==> config.mk <==
export PLATFORM = sky130hd
export DESIGN_NAME = fp_add_sub_pipe
export DESIGN_NICKNAME = d
export VERILOG_FILES = /design/src/rtl/fp_add_sub_pipe.sv
export SDC_FILE = /design/constraint.sdc
export NUM_CORES = 1
export LEC_CHECK = 0
export ABC_CLOCK_PERIOD_IN_PS = 9010
export CAP_MARGIN = 20
export CORE_MARGIN = 1
export CORE_UTILIZATION = 61
export DETAILED_ROUTE_END_ITERATION = 8
export GPL_ROUTABILITY_DRIVEN = 0
export PLACE_DENSITY = 0.82
export SLEW_MARGIN = 20
export SYNTH_ARGS = -nofsm -noshare
export SYNTH_HDL_FRONTEND = slang
export SYNTH_SLANG_ARGS = --single-unit
==> constraint.sdc <==
create_clock -name clk -period 9.01 [get_ports clk]
set_input_delay 0.901 -clock clk [delete_from_list [all_inputs] [get_ports clk]]
set_output_delay 0.901 -clock clk [all_outputs]
set_load 0.02 [all_outputs]
==> src/rtl/fp_add_sub_pipe.sv <==
// Four-stage pipelined floating-point adder/subtractor with a valid/ready handshake.
// Define FP_ADD_SUB_RNE_EN for round-to-nearest-even; otherwise results are truncated.
module fp_add_sub_pipe #(
  parameter int unsigned EXP_W = 8,
  parameter int unsigned MAN_W = 23,
  localparam int unsigned W = 1 + EXP_W + MAN_W
) (
  input  logic         clk,
  input  logic         rst,
  input  logic         in_valid,
  output logic         in_ready,
  input  logic [W-1:0] a,
  input  logic [W-1:0] b,
  input  logic         sub,
  output logic         out_valid,
  input  logic         out_ready,
  output logic [W-1:0] result,
  output logic         exception,
  output logic         overflow,
  output logic         underflow
);
  localparam int unsigned MW   = MAN_W + 1;
  localparam int unsigned RW   = MW + 1;
  localparam int unsigned AW   = MAN_W + 4;
  localparam int unsigned LZW  = $clog2(AW + 1);
  localparam int unsigned EW   = ((EXP_W > LZW) ? EXP_W : LZW) + 2;
  localparam int unsigned EMAX = (1 << EXP_W) - 1;

  logic             r_s1_valid, r_s1_exc, r_s1_sx, r_s1_sy;
  logic [EXP_W-1:0] r_s1_ex, r_s1_d;
  logic [MW-1:0]    r_s1_mx, r_s1_my;
  logic             r_s2_valid, r_s2_exc, r_s2_sx, r_s2_eff_sub;
  logic [EXP_W-1:0] r_s2_ex;
  logic [AW-1:0]    r_s2_mx, r_s2_my;
  logic             r_s3_valid, r_s3_exc, r_s3_sign;
  logic [EXP_W-1:0] r_s3_ex;
  logic [AW:0]      r_s3_sum;
  logic             r_out_valid, r_exc, r_ovf, r_unf;
  logic [W-1:0]     r_result;

  logic w_advance;
  assign w_advance = !r_out_valid || out_ready;
  assign in_ready  = w_advance;
  assign out_valid = r_out_valid;
  assign result    = r_result;
  assign exception = r_exc;
  assign overflow  = r_ovf;
  assign underflow = r_unf;

  // S1: unpack, order operands so X holds the larger magnitude
  logic [EXP_W-1:0] w_ea, w_eb;
  logic [MAN_W-1:0] w_fa, w_fb;
  logic             w_a_ge;
  assign w_ea   = a[W-2 -: EXP_W];
  assign w_eb   = b[W-2 -: EXP_W];
  assign w_fa   = a[MAN_W-1:0];
  assign w_fb   = b[MAN_W-1:0];
  assign w_a_ge = {w_ea, w_fa} >= {w_eb, w_fb};

  always_ff @(posedge clk or posedge rst) begin
    if (rst) begin
      r_s1_valid <= 1'b0; r_s1_exc <= 1'b0; r_s1_sx <= 1'b0; r_s1_sy <= 1'b0;
      r_s1_ex <= '0; r_s1_d <= '0; r_s1_mx <= '0; r_s1_my <= '0;
    end else if (w_advance) begin
      r_s1_valid <= in_valid;
      r_s1_exc   <= (&w_ea) | (&w_eb);
      if (w_a_ge) begin
        r_s1_sx <= a[W-1];       r_s1_sy <= b[W-1] ^ sub;
        r_s1_ex <= w_ea;         r_s1_d  <= w_ea - w_eb;
        r_s1_mx <= {|w_ea, w_fa}; r_s1_my <= {|w_eb, w_fb};
      end else begin
        r_s1_sx <= b[W-1] ^ sub; r_s1_sy <= a[W-1];
        r_s1_ex <= w_eb;         r_s1_d  <= w_eb - w_ea;
        r_s1_mx <= {|w_eb, w_fb}; r_s1_my <= {|w_ea, w_fa};
      end
    end
  end

  // S2: align Y into mantissa+G/R/S; everything shifted out folds into sticky
  logic [AW-1:0] w_y_ext, w_y_sh, w_mask, w_y_al;
  assign w_y_ext = {r_s1_my, 3'b000};
  assign w_y_sh  = w_y_ext >> r_s1_d;
  assign w_mask  = ~({AW{1'b1}} << r_s1_d);
  assign w_y_al  = (32'(r_s1_d) >= 32'(MAN_W + 3)) ? AW'(|r_s1_my)
                 : (w_y_sh | AW'(|(w_y_ext & w_mask)));

  always_ff @(posedge clk or posedge rst) begin
    if (rst) begin
      r_s2_valid <= 1'b0; r_s2_exc <= 1'b0; r_s2_sx <= 1'b0; r_s2_eff_sub <= 1'b0;
      r_s2_ex <= '0; r_s2_mx <= '0; r_s2_my <= '0;
    end else if (w_advance) begin
      r_s2_valid   <= r_s1_valid;
      r_s2_exc     <= r_s1_exc;
      r_s2_sx      <= r_s1_sx;
      r_s2_eff_sub <= r_s1_sx ^ r_s1_sy;
      r_s2_ex      <= r_s1_ex;
      r_s2_mx      <= {r_s1_mx, 3'b000};
      r_s2_my      <= w_y_al;
    end
  end

  // S3: magnitude add/subtract; the S1 swap keeps the difference non-negative
  logic [AW:0] w_sum;
  assign w_sum = r_s2_eff_sub ? ({1'b0, r_s2_mx} - {1'b0, r_s2_my})
                              : ({1'b0, r_s2_mx} + {1'b0, r_s2_my});

  always_ff @(posedge clk or posedge rst) begin
    if (rst) begin
      r_s3_valid <= 1'b0; r_s3_exc <= 1'b0; r_s3_sign <= 1'b0;
      r_s3_ex <= '0; r_s3_sum <= '0;
    end else if (w_advance) begin
      r_s3_valid <= r_s2_valid;
      r_s3_exc   <= r_s2_exc;
      r_s3_sign  <= r_s2_sx;
      r_s3_ex    <= r_s2_ex;
      r_s3_sum   <= w_sum;
    end
  end

  // S4: normalise, round, then apply the special-case overrides
  logic [LZW-1:0]       w_lzc;
  logic [AW-1:0]        w_norm;
  logic signed [EW-1:0] w_exp_n, w_exp_f;
  logic [RW-1:0]        w_rnd;
  logic [MAN_W-1:0]     w_frac;
  logic                 w_zero;

  always_comb begin
    w_lzc = LZW'(AW);
    for (int i = 0; i < int'(AW); i++)
      if (r_s3_sum[i]) w_lzc = LZW'(int'(AW) - 1 - i);
  end

  always_comb begin
    w_norm  = '0;
    w_exp_n = '0;
    if (r_s3_sum[AW]) begin
      w_norm  = {r_s3_sum[AW:2], r_s3_sum[1] | r_s3_sum[0]};
      w_exp_n = $signed(EW'(r_s3_ex)) + $signed(EW'(1));
    end else begin
      w_norm  = r_s3_sum[AW-1:0] << w_lzc;
      w_exp_n = $signed(EW'(r_s3_ex)) - $signed(EW'(w_lzc));
    end
  end

`ifdef FP_ADD_SUB_RNE_EN
  assign w_rnd = {1'b0, w_norm[AW-1:3]}
               + RW'(w_norm[2] & (w_norm[1] | w_norm[0] | w_norm[3]));
`else
  logic w_unused_grs;
  assign w_rnd        = {1'b0, w_norm[AW-1:3]};
  assign w_unused_grs = ^w_norm[2:0];
`endif

  assign w_exp_f = w_rnd[MW] ? (w_exp_n + $signed(EW'(1))) : w_exp_n;
  assign w_frac  = w_rnd[MW] ? w_rnd[MW-1:1] : w_rnd[MAN_W-1:0];
  assign w_zero  = (r_s3_sum == '0);

  always_ff @(posedge clk or posedge rst) begin
    if (rst) begin
      r_out_valid <= 1'b0; r_result <= '0;
      r_exc <= 1'b0; r_ovf <= 1'b0; r_unf <= 1'b0;
    end else if (w_advance) begin
      r_out_valid <= r_s3_valid;
      r_exc <= 1'b0; r_ovf <= 1'b0; r_unf <= 1'b0;
      if (r_s3_exc) begin
        r_result <= '1;
        r_exc    <= 1'b1;
      end else if (w_zero) begin
        r_result <= '0;
      end else if (w_exp_f >= $signed(EW'(EMAX))) begin
        r_result <= {r_s3_sign, {EXP_W{1'b1}}, {MAN_W{1'b0}}};
        r_ovf    <= 1'b1;
      end else if (w_exp_f <= $signed(EW'(0))) begin
        r_result <= {r_s3_sign, {(W-1){1'b0}}};
        r_unf    <= 1'b1;
      end else begin
        r_result <= {r_s3_sign, w_exp_f[EXP_W-1:0], w_frac};
      end
    end
  end
endmodule

* Word-level counts from Yosys, hierarchy flattened
Cells that the tools add are included.
Word-level totals: input bits 69, flip-flop bits (word level) 206
Cells by class: mux-type cells 49, bitwise operators 7, reductions and logical operators 9, magnitude comparators 4, add/sub/neg operators 6, shift operators 3
Operators by type and width (number):
- 5-bit two-way mux | 26
- 32-bit two-way mux | 2
- 31-bit two-way mux | 2
- 24-bit two-way mux | 2
- 31-bit >= comparator | 1
- 27-bit by 27-bit adder with 28-bit output | 1
- 28-bit zero test | 1
- 28-bit two-way mux | 1
- 27-bit by 27-bit subtractor with 28-bit output | 1
- 27-bit bitwise AND | 1
- 27-bit two-way mux | 1
- 27-bit NOT | 1
- 27-bit by 1-bit OR with 27-bit output | 1
- 27-bit OR reduction | 1
- 27-bit by 5-bit << shifter with 26-bit output | 1
- 27-bit by 8-bit << shifter with 27-bit output, first input constant | 1
- 27-bit by 8-bit right shift with 27-bit output | 1
- 26-bit two-way mux | 1
- 24-bit OR reduction | 1
- 8-bit two-way mux | 2
- 8-bit AND reduction | 2
- 8-bit OR reduction | 2
- 8-bit subtractor | 2
- 1-bit two-way mux | 11
- other kinds (10) | 12

* Logic depth before layout (Yosys ltp)
Gate-level depths: netlist of run 1.
depth in word-level cells 34, mapped depth 22, depth with buffers taken out 19

* Least setup slack after synthesis of run 1
OpenSTA, ideal clock, no wires.
path kind reg2reg, start reg r_s3_sum[0], end reg r_result[7], in the netlist result[7], slack 4.474 ns, setup time 0.126 ns, cell stages (with the launch flop) 23, data arrival time 4.410 ns, required time 8.884 ns, cells stage by stage dfrtp_1 -> clkbuf_1 -> nor2b_1 -> o21bai_1 -> a21oi_1 -> o211ai_2 -> nand2_1 -> inv_2 -> buf_2 -> ha_1 -> inv_1 -> fa_1 -> a21o_1 -> a21oi_2 -> nor2b_1 -> o41ai_1 -> xor2_1 -> or4_1 -> nor3_1 -> or4_4 -> buf_2 -> a21oi_1 -> a221o_1
Between the ends: word-level cells in the longest chain between the ends 34, elaborated cells on any way between the ends 38, those cells by class add/sub: 1; order compare: 2; shift: 1; mux: 33; reduce/logical: 1
Ends and longest elaborated chain:
- from (decl) | line 37 | logic [AW:0] r_s3_sum;
- from (signal assigned) | line 116 | r_s3_sum <= w_sum;
- 1-bit two-way mux | line 131 | if (r_s3_sum[i]) w_lzc = LZW'(int'(AW) - 1 - i);
- 5-bit two-way mux (26 in a row) | line 131
- 8-bit by 5-bit subtractor with 9-bit output | line 142 | w_exp_n = $signed(EW'(r_s3_ex)) - $signed(EW'(w_lzc));
- 10-bit two-way mux | line 137 | if (r_s3_sum[AW]) begin
- 10-bit by 1-bit <= comparator with 1-bit output | line 174 | end else if (w_exp_f <= $signed(EW'(0))) begin
- 31-bit two-way mux | line 174
- 31-bit two-way mux | line 171 | end else if (w_exp_f >= $signed(EW'(EMAX))) begin
- 32-bit two-way mux * | line 169 | end else if (w_zero) begin
- 32-bit two-way mux * | line 166 | if (r_s3_exc) begin
- to (signal assigned) | line 172 | r_result <= {r_s3_sign, {EXP_W{1'b1}}, {MAN_W{1'b0}}};
- to (signal assigned) | line 175 | r_result <= {r_s3_sign, {(W-1){1'b0}}};
- to (signal assigned) | line 178 | r_result <= {r_s3_sign, w_exp_f[EXP_W-1:0], w_frac};
- to (decl) | line 39 | logic [W-1:0] r_result;
Mark *: on every way between the ends. The rest lies on a longest branch, timed or not. A chain may end at the register's enable or synchronous reset.

* Final worst setup path of run 1
Ends and elaborated chain as after synthesis.

==> results of run 1 <==
==> through the flow <==
step           total power [mW]  instance area, µm²
2_1_floorplan              4.41               16000
3_5_place_dp               5.38               17100
6_report                   6.41               17900
3_3_place_gp               5.27               17100
4_1_cts                    6.33               17800
5_1_grt                    6.86               17900
==> power breakdown <==
group	switching (mW)	leakage [nW]	internal, mW	total [mW]
Sequential	0.429	2.51	1.29	1.72
Clock	0.389	0.376	0.549	0.938
Combinational	2.22	5.11	1.53	3.75
Total	3.04	7.99	3.37	6.41
==> state kept, by name, summed over array words and instances, names as in the netlist, 8 cells and up <==
signal,count
result,32
r_s3_ex,8
r_s1_mx,24
r_s1_my,24
r_s2_ex,8
r_s1_ex,8
r_s3_sum,28
r_s1_d,8
r_s2_my,27
r_s2_mx,24
==> critical path, delay by kind of cell, from the launching register on <==
| kind | cells | cell delay, ns |
|---|---|---|
| and+or+nand+nor | 6 | 1.99 |
| adders and majority gates | 2 | 0.61 |
| AOI/OAI and AO/OA | 8 | 1.61 |
| DFF | 1 | 0.47 |
| xor gates and xnor gates | 1 | 0.16 |
| buffers and inverters | 2 | 0.63 |
==> path summary, 6_finish.rpt <==
| kind | from | to | slack (ns) | cells past startpoint |
|---|---|---|---|---|
| setup / recovery | r_s3_sum[0] | result[7] | 3.41 | 19 |
| hold / removal | r_s3_exc | overflow | 0.46 | 1 |
| setup reg to reg | r_s3_sum[0] | result[7] | 3.41 | 19 |
| hold reg to reg | r_s3_exc | overflow | 0.46 | 1 |
| max in group asynchronous | rst | overflow | 6.49 | 3 |
| min in group asynchronous | rst | r_s2_mx[4] | 0.97 | 2 |
==> cells in the final DEF (no fill, tap or decap), types with 22 or more instances in the layout <==
master / synthesis / final
nand3_1: 36 / 36
xnor2_1: 22 / 22
nor2_1: 155 / 152
a21oi_1: 154 / 154
nor3_1: 38 / 38
mux2i_1: 119 / 119
ha_1: 94 / 94
o21ai_1: 85 / 85
o31ai_1: 23 / 23
dfrtp_1: 206 / 206
a31oi_1: 23 / 23
o21ai_0: 98 / 98
clkdlybuf4s50_1: 0 / 105
inv_1: 112 / 110
nand2_1: 318 / 318
clkbuf_16: 0 / 23
==> metal layers <==
metal / track usage, % / part of all wire, % / up-vias
li1: - / - / 7040
met4: 10.8 / 3.2 / 2
met1: 45.0 / 43 / 7088
met3: 4.07 / 8.0 / 126
met5: 0 / 0.042 / -
met2: 52.1 / 46 / 677
==> layout make-up <==
type	instances	share of cell area, %
clock buffers	31	3.73
clock inverters	10	0.518
inverters	119	2.56
multi-input cells	1516	55.2
flip-flops and latches	206	28.9
well taps	330	2.31
repair buffers	124	6.80
==> kinds of logic after synthesis <==
family	Yosys count	share of synthesized area, %
XOR/XNOR	34	1.86
flip-flops	206	32.2
buffers and inverters	247	6.37
multiplexers	151	11.0
adder cells (fa/ha/maj)	100	7.97
AND/OR/NAND/NOR	658	18.1
AO/OA/AOI/OAI	573	22.5
==> results.sh, run 1 <==
export IMPL_drv_cap=0
export IMPL_first_pass_iters=6
export IMPL_io_pins=106
export IMPL_io_buffer_count=105
export IMPL_initial_utilization_pct=62.9
export IMPL_irDropWorstVdd_mv=0.288
export IMPL_clock_latency_ns=0.52
export IMPL_synth_most_common_cell="nand2_1"
export IMPL_core_area_um2=25500
export IMPL_grt_pass1_wl_mm=70.3
export IMPL_period_share_pct=62.1
export IMPL_clk_path_buf_depth=3
export IMPL_slowest_stage="nand2_1"
export IMPL_drt_wirelength_per_cell_um=18.2
export IMPL_nets=2157
export IMPL_post_cts_buffers=0
export IMPL_yosysTopAreaCell="dfrtp_1"
export IMPL_drtIter0Drc=1817
export IMPL_yosysWarningCount=0
export IMPL_die_area_um2=26900
export IMPL_via_per_inst=6.39
export IMPL_area_growth_pct=11.5
export IMPL_syn_area_um2=16000
export IMPL_multiInputGateArea_um2=9860
export IMPL_ys_flop_type="dfrtp_1"
export IMPL_ys_top_cells_by_count="nand2_1 (318), dfrtp_1 (206), nor2_1 (155)"
export IMPL_critPathMaxStageDelay_ns=0.60
export IMPL_grt_max_degree=132
export IMPL_cts_tree="built"
export IMPL_finClkSkew_ns=0.00941
export IMPL_finalNonFillerCells=2336
export IMPL_leakagePower_nw=7.99
export IMPL_clk_pin_slew_worst_paths_ns=0.06
export IMPL_hold_viol_final=0
export IMPL_remaining_drc_errors=0
export IMPL_fp_dieW_um=164
export IMPL_fillers=2035
export IMPL_fp_dieH_um=164
export IMPL_hold_ws_ns=0.464
export IMPL_numPlacedInstances=2294
export IMPL_p_per_area_nw_per_um2=359
export IMPL_num_vias=14900
export IMPL_dp_hpwl_mm=30.8
export IMPL_synth_seq_cells=206
export IMPL_yosys_top_cells_area="dfrtp_1 (32%), nand2_1 (7.5%), mux2i_1 (7.4%)"
export IMPL_avgSynthCellArea_um2=8.13
export IMPL_synth_edf_count=0
export IMPL_diodes=0
export IMPL_fin_tns_setup_ns=0
export IMPL_drive_above_1_share_pct=6.48
export IMPL_holdCritPathClass="register to register"
export IMPL_worst_slack_ns=3.41
export IMPL_status="finished clean"
export IMPL_antenna_found_initial=1
export IMPL_syn_inst=1969
export IMPL_rows=58
export IMPL_cp_max_fo=22
export IMPL_synthArstFlopShare_pct=100
export IMPL_htree_levels=1
export IMPL_worstMarginPinSlew_ns=0.943
export IMPL_cts_inserted_buffers=23
export IMPL_grt_use_total_pct=32.3
export IMPL_max_freq_ghz=0.179
export IMPL_crit_path_cell_trace="nor2b_1, o21bai_1, a21oi_1, o211ai_2, nand2_1, inv_2, ha_1, inv_1, fa_1, a21o_1, a21oi_2, nor2b_1, o41ai_1, xor2_1, or4_1, nor3_1, or4_4, a21oi_1, a221o_1"
export IMPL_first_global_vias=14200
export IMPL_syn_nets=2136
export IMPL_period_needed_ns=5.60
export IMPL_ys_types=93
export IMPL_arrival_ns=6.00
export IMPL_grt_setup_unrepaired="false"
export IMPL_yosysSeqAreaShare_pct=32.2
export IMPL_setup_viol=0
export IMPL_utilization_pct=70.1
export IMPL_critPathKind="register to register"
export IMPL_maxSlewHeadroom_pct=37.1
export IMPL_regArea_um2=5150
export IMPL_gr_total_overflow=0
export IMPL_cts_hold_buf=0
export IMPL_ctsResizeCount=0
export IMPL_cp_start_kind="register"
export IMPL_end_kind="register"
export IMPL_worstPathRequired_ns=9.42
export IMPL_yosys_area_top_type_share_pct=32.2
export IMPL_dp_slack_ns=3.48
export IMPL_slew_viol_final=0
export IMPL_ant_nets=0
export IMPL_drt_total_wl_mm=42.6
export IMPL_root_buffer="clkbuf_16"
export IMPL_clock_sinks=206
(Power assumes the default switching activity.)
==> inputs of run 2 (changes only) <==
ABC_CLOCK_PERIOD_IN_PS = 5000   (was 9010)
CORE_UTILIZATION = 55   (was 61)
PLACE_DENSITY = 0.78   (was 0.82)
clock period = 5 ns   (was 9.01 ns; I/O delays follow)
==> run 2 against run 1 <==
Net effect: maximum frequency increased by 19%; first-iteration DRC count decreased by 14%; hold slack got worse by 0.020 ns; total power grew 84%; sequential cell count stayed put; largest power group unchanged.
==> results.sh, run 2 (synthesis gave the netlist of run 1 again) <==
export IMPL_maxSlewHeadroom_pct=33.8
export IMPL_fp_dieH_um=173
export IMPL_worst_slack_ns=0.302
export IMPL_hold_viol_final=0
export IMPL_dp_slack_ns=0.443
export IMPL_slew_viol_final=0
export IMPL_worstMarginPinSlew_ns=0.993
export IMPL_drtIter0Drc=1571
export IMPL_ant_nets=0
export IMPL_cp_start_kind="register"
export IMPL_rows=62
export IMPL_period_needed_ns=4.70
export IMPL_cts_inserted_buffers=24
export IMPL_finClkSkew_ns=0.0110
export IMPL_clock_latency_ns=0.53
export IMPL_initial_utilization_pct=55.8
export IMPL_utilization_pct=63.0
export IMPL_final_common_cell="nand2_1"
export IMPL_grt_max_degree=240
export IMPL_grt_pass1_wl_mm=72.6
export IMPL_antenna_found_initial=0
export IMPL_first_global_vias=14200
export IMPL_p_per_area_nw_per_um2=653
export IMPL_remaining_drc_errors=0
export IMPL_worstPathRequired_ns=5.44
export IMPL_setup_viol=0
export IMPL_period_share_pct=94.0
export IMPL_fin_tns_setup_ns=0
export IMPL_max_freq_ghz=0.213
export IMPL_leakagePower_nw=8.07
export IMPL_fp_dieW_um=173
export IMPL_critPathKind="register to register"
export IMPL_drt_total_wl_mm=43.6
export IMPL_io_pins=106
export IMPL_via_per_inst=6.20
export IMPL_power_mw=11.8
export IMPL_irDropWorstVdd_mv=0.285
export IMPL_drt_wirelength_per_cell_um=18.2
export IMPL_post_cts_buffers=0
export IMPL_largest_reg_flops=32
export IMPL_hold_ws_ns=0.443
export IMPL_clk_path_buf_depth=3
export IMPL_num_vias=14900
export IMPL_grt_setup_unrepaired="false"
export IMPL_gr_total_overflow=0
export IMPL_io_buffer_count=105
export IMPL_end_kind="register"
export IMPL_drive_above_1_share_pct=7.00
export IMPL_dp_hpwl_mm=31.9
export IMPL_clock_sinks=206
export IMPL_diodes=0
export IMPL_drv_cap=0
export IMPL_core_area_um2=28700
export IMPL_clk_pin_slew_worst_paths_ns=0.07
export IMPL_holdCritPathClass="input port to asynchronous set/reset pin"
export IMPL_cp_max_fo=8
export IMPL_area_growth_pct=12.9
export IMPL_root_buffer="clkbuf_16"
export IMPL_die_area_um2=29800
export IMPL_status="finished clean"
export IMPL_nets=2165
export IMPL_htree_levels=1
export IMPL_grt_use_total_pct=29.2
export IMPL_mostFrequentLayoutCells="nand2_1 (318), dfrtp_1 (206), a21oi_1 (154)"
export IMPL_first_pass_iters=6
export IMPL_cts_tree="built"
export IMPL_arrival_ns=5.13
==> run 2: critical path, stage by stage, from the launching register on <==
cell and delay [ns]:
dfrtp_1 0.47, nor2b_1 0.18, o21bai_1 0.13, a21oi_1 0.12
o211ai_2 0.31, nand2_1 0.14, inv_2 0.08, ha_1 0.14
inv_1 0.05, fa_1 0.40, a21o_1 0.21, a21oi_2 0.20
nor2b_1 0.11, o41ai_1 0.30, xor2_1 0.15, and4_1 0.18
a31o_1 0.25, nor4_1 0.81, o21ai_0 0.20, a32oi_1 0.18
==> run 2: worst paths after layout <==
| kind | startpoint | end | slack (ns) | cells after the start |
|---|---|---|---|---|
| min in group clk | r_s3_valid | out_valid | 0.46 | 1 |
| max in group asynchronous | rst | result[20] | 3.22 | 3 |
| worst min register to register | r_s3_valid | out_valid | 0.46 | 1 |
| worst min-delay path | rst | r_s2_my[3] | 0.44 | 2 |
| worst max-delay path | r_s3_sum[0] | result[20] | 0.30 | 19 |
| worst max register to register | r_s3_sum[0] | result[20] | 0.30 | 19 |
==> run 2: per-layer routing <==
| metal | part of all wire (%) | global-route usage, % | wire (µm) | up-vias |
|---|---|---|---|---|
| met1 | 43 | 40.0 | 18900 | 7007 |
| li1 | - | - | - | 7067 |
| met4 | 3.8 | 11.0 | 1650 | 0 |
| met2 | 46 | 47.0 | 20100 | 662 |
| met5 | 0 | 0 | 0 | - |
| met3 | 6.8 | 4.05 | 2980 | 136 |
==> run 2: final cells by class <==
| cell class | count | area [µm²] |
|---|---|---|
| clock buffers | 31 | 698 |
| multi-input cells | 1516 | 9860 |
| well taps | 384 | 480 |
| inverters | 119 | 453 |
| fillers | 2464 | 10600 |
| flip-flops and latches | 206 | 5150 |
| clock inverters | 12 | 154 |
| repair buffers | 131 | 1270 |
==> run 2: stage by stage <==
stage               cell area, µm²  cells
detailed placement           17200   2356
global route                 18100   2399
floorplan                    16000   1969
CTS                          18100   2399
finish                       18100   2399
global placement             17200   2356
==> run 2: where the power goes <==
group	internal [mW]	leakage, nW	total [mW]	switching (mW)
logic	2.77	5.14	6.77	4.00
clock network	1.14	0.424	1.88	0.735
registers	2.33	2.51	3.16	0.833
==> run 2: repair_timing <==
action                                  4_1_cts  5_1_grt
endpoints found under the setup margin        0        3
gates resized for setup                       0        1
hold buffers                                  0        0
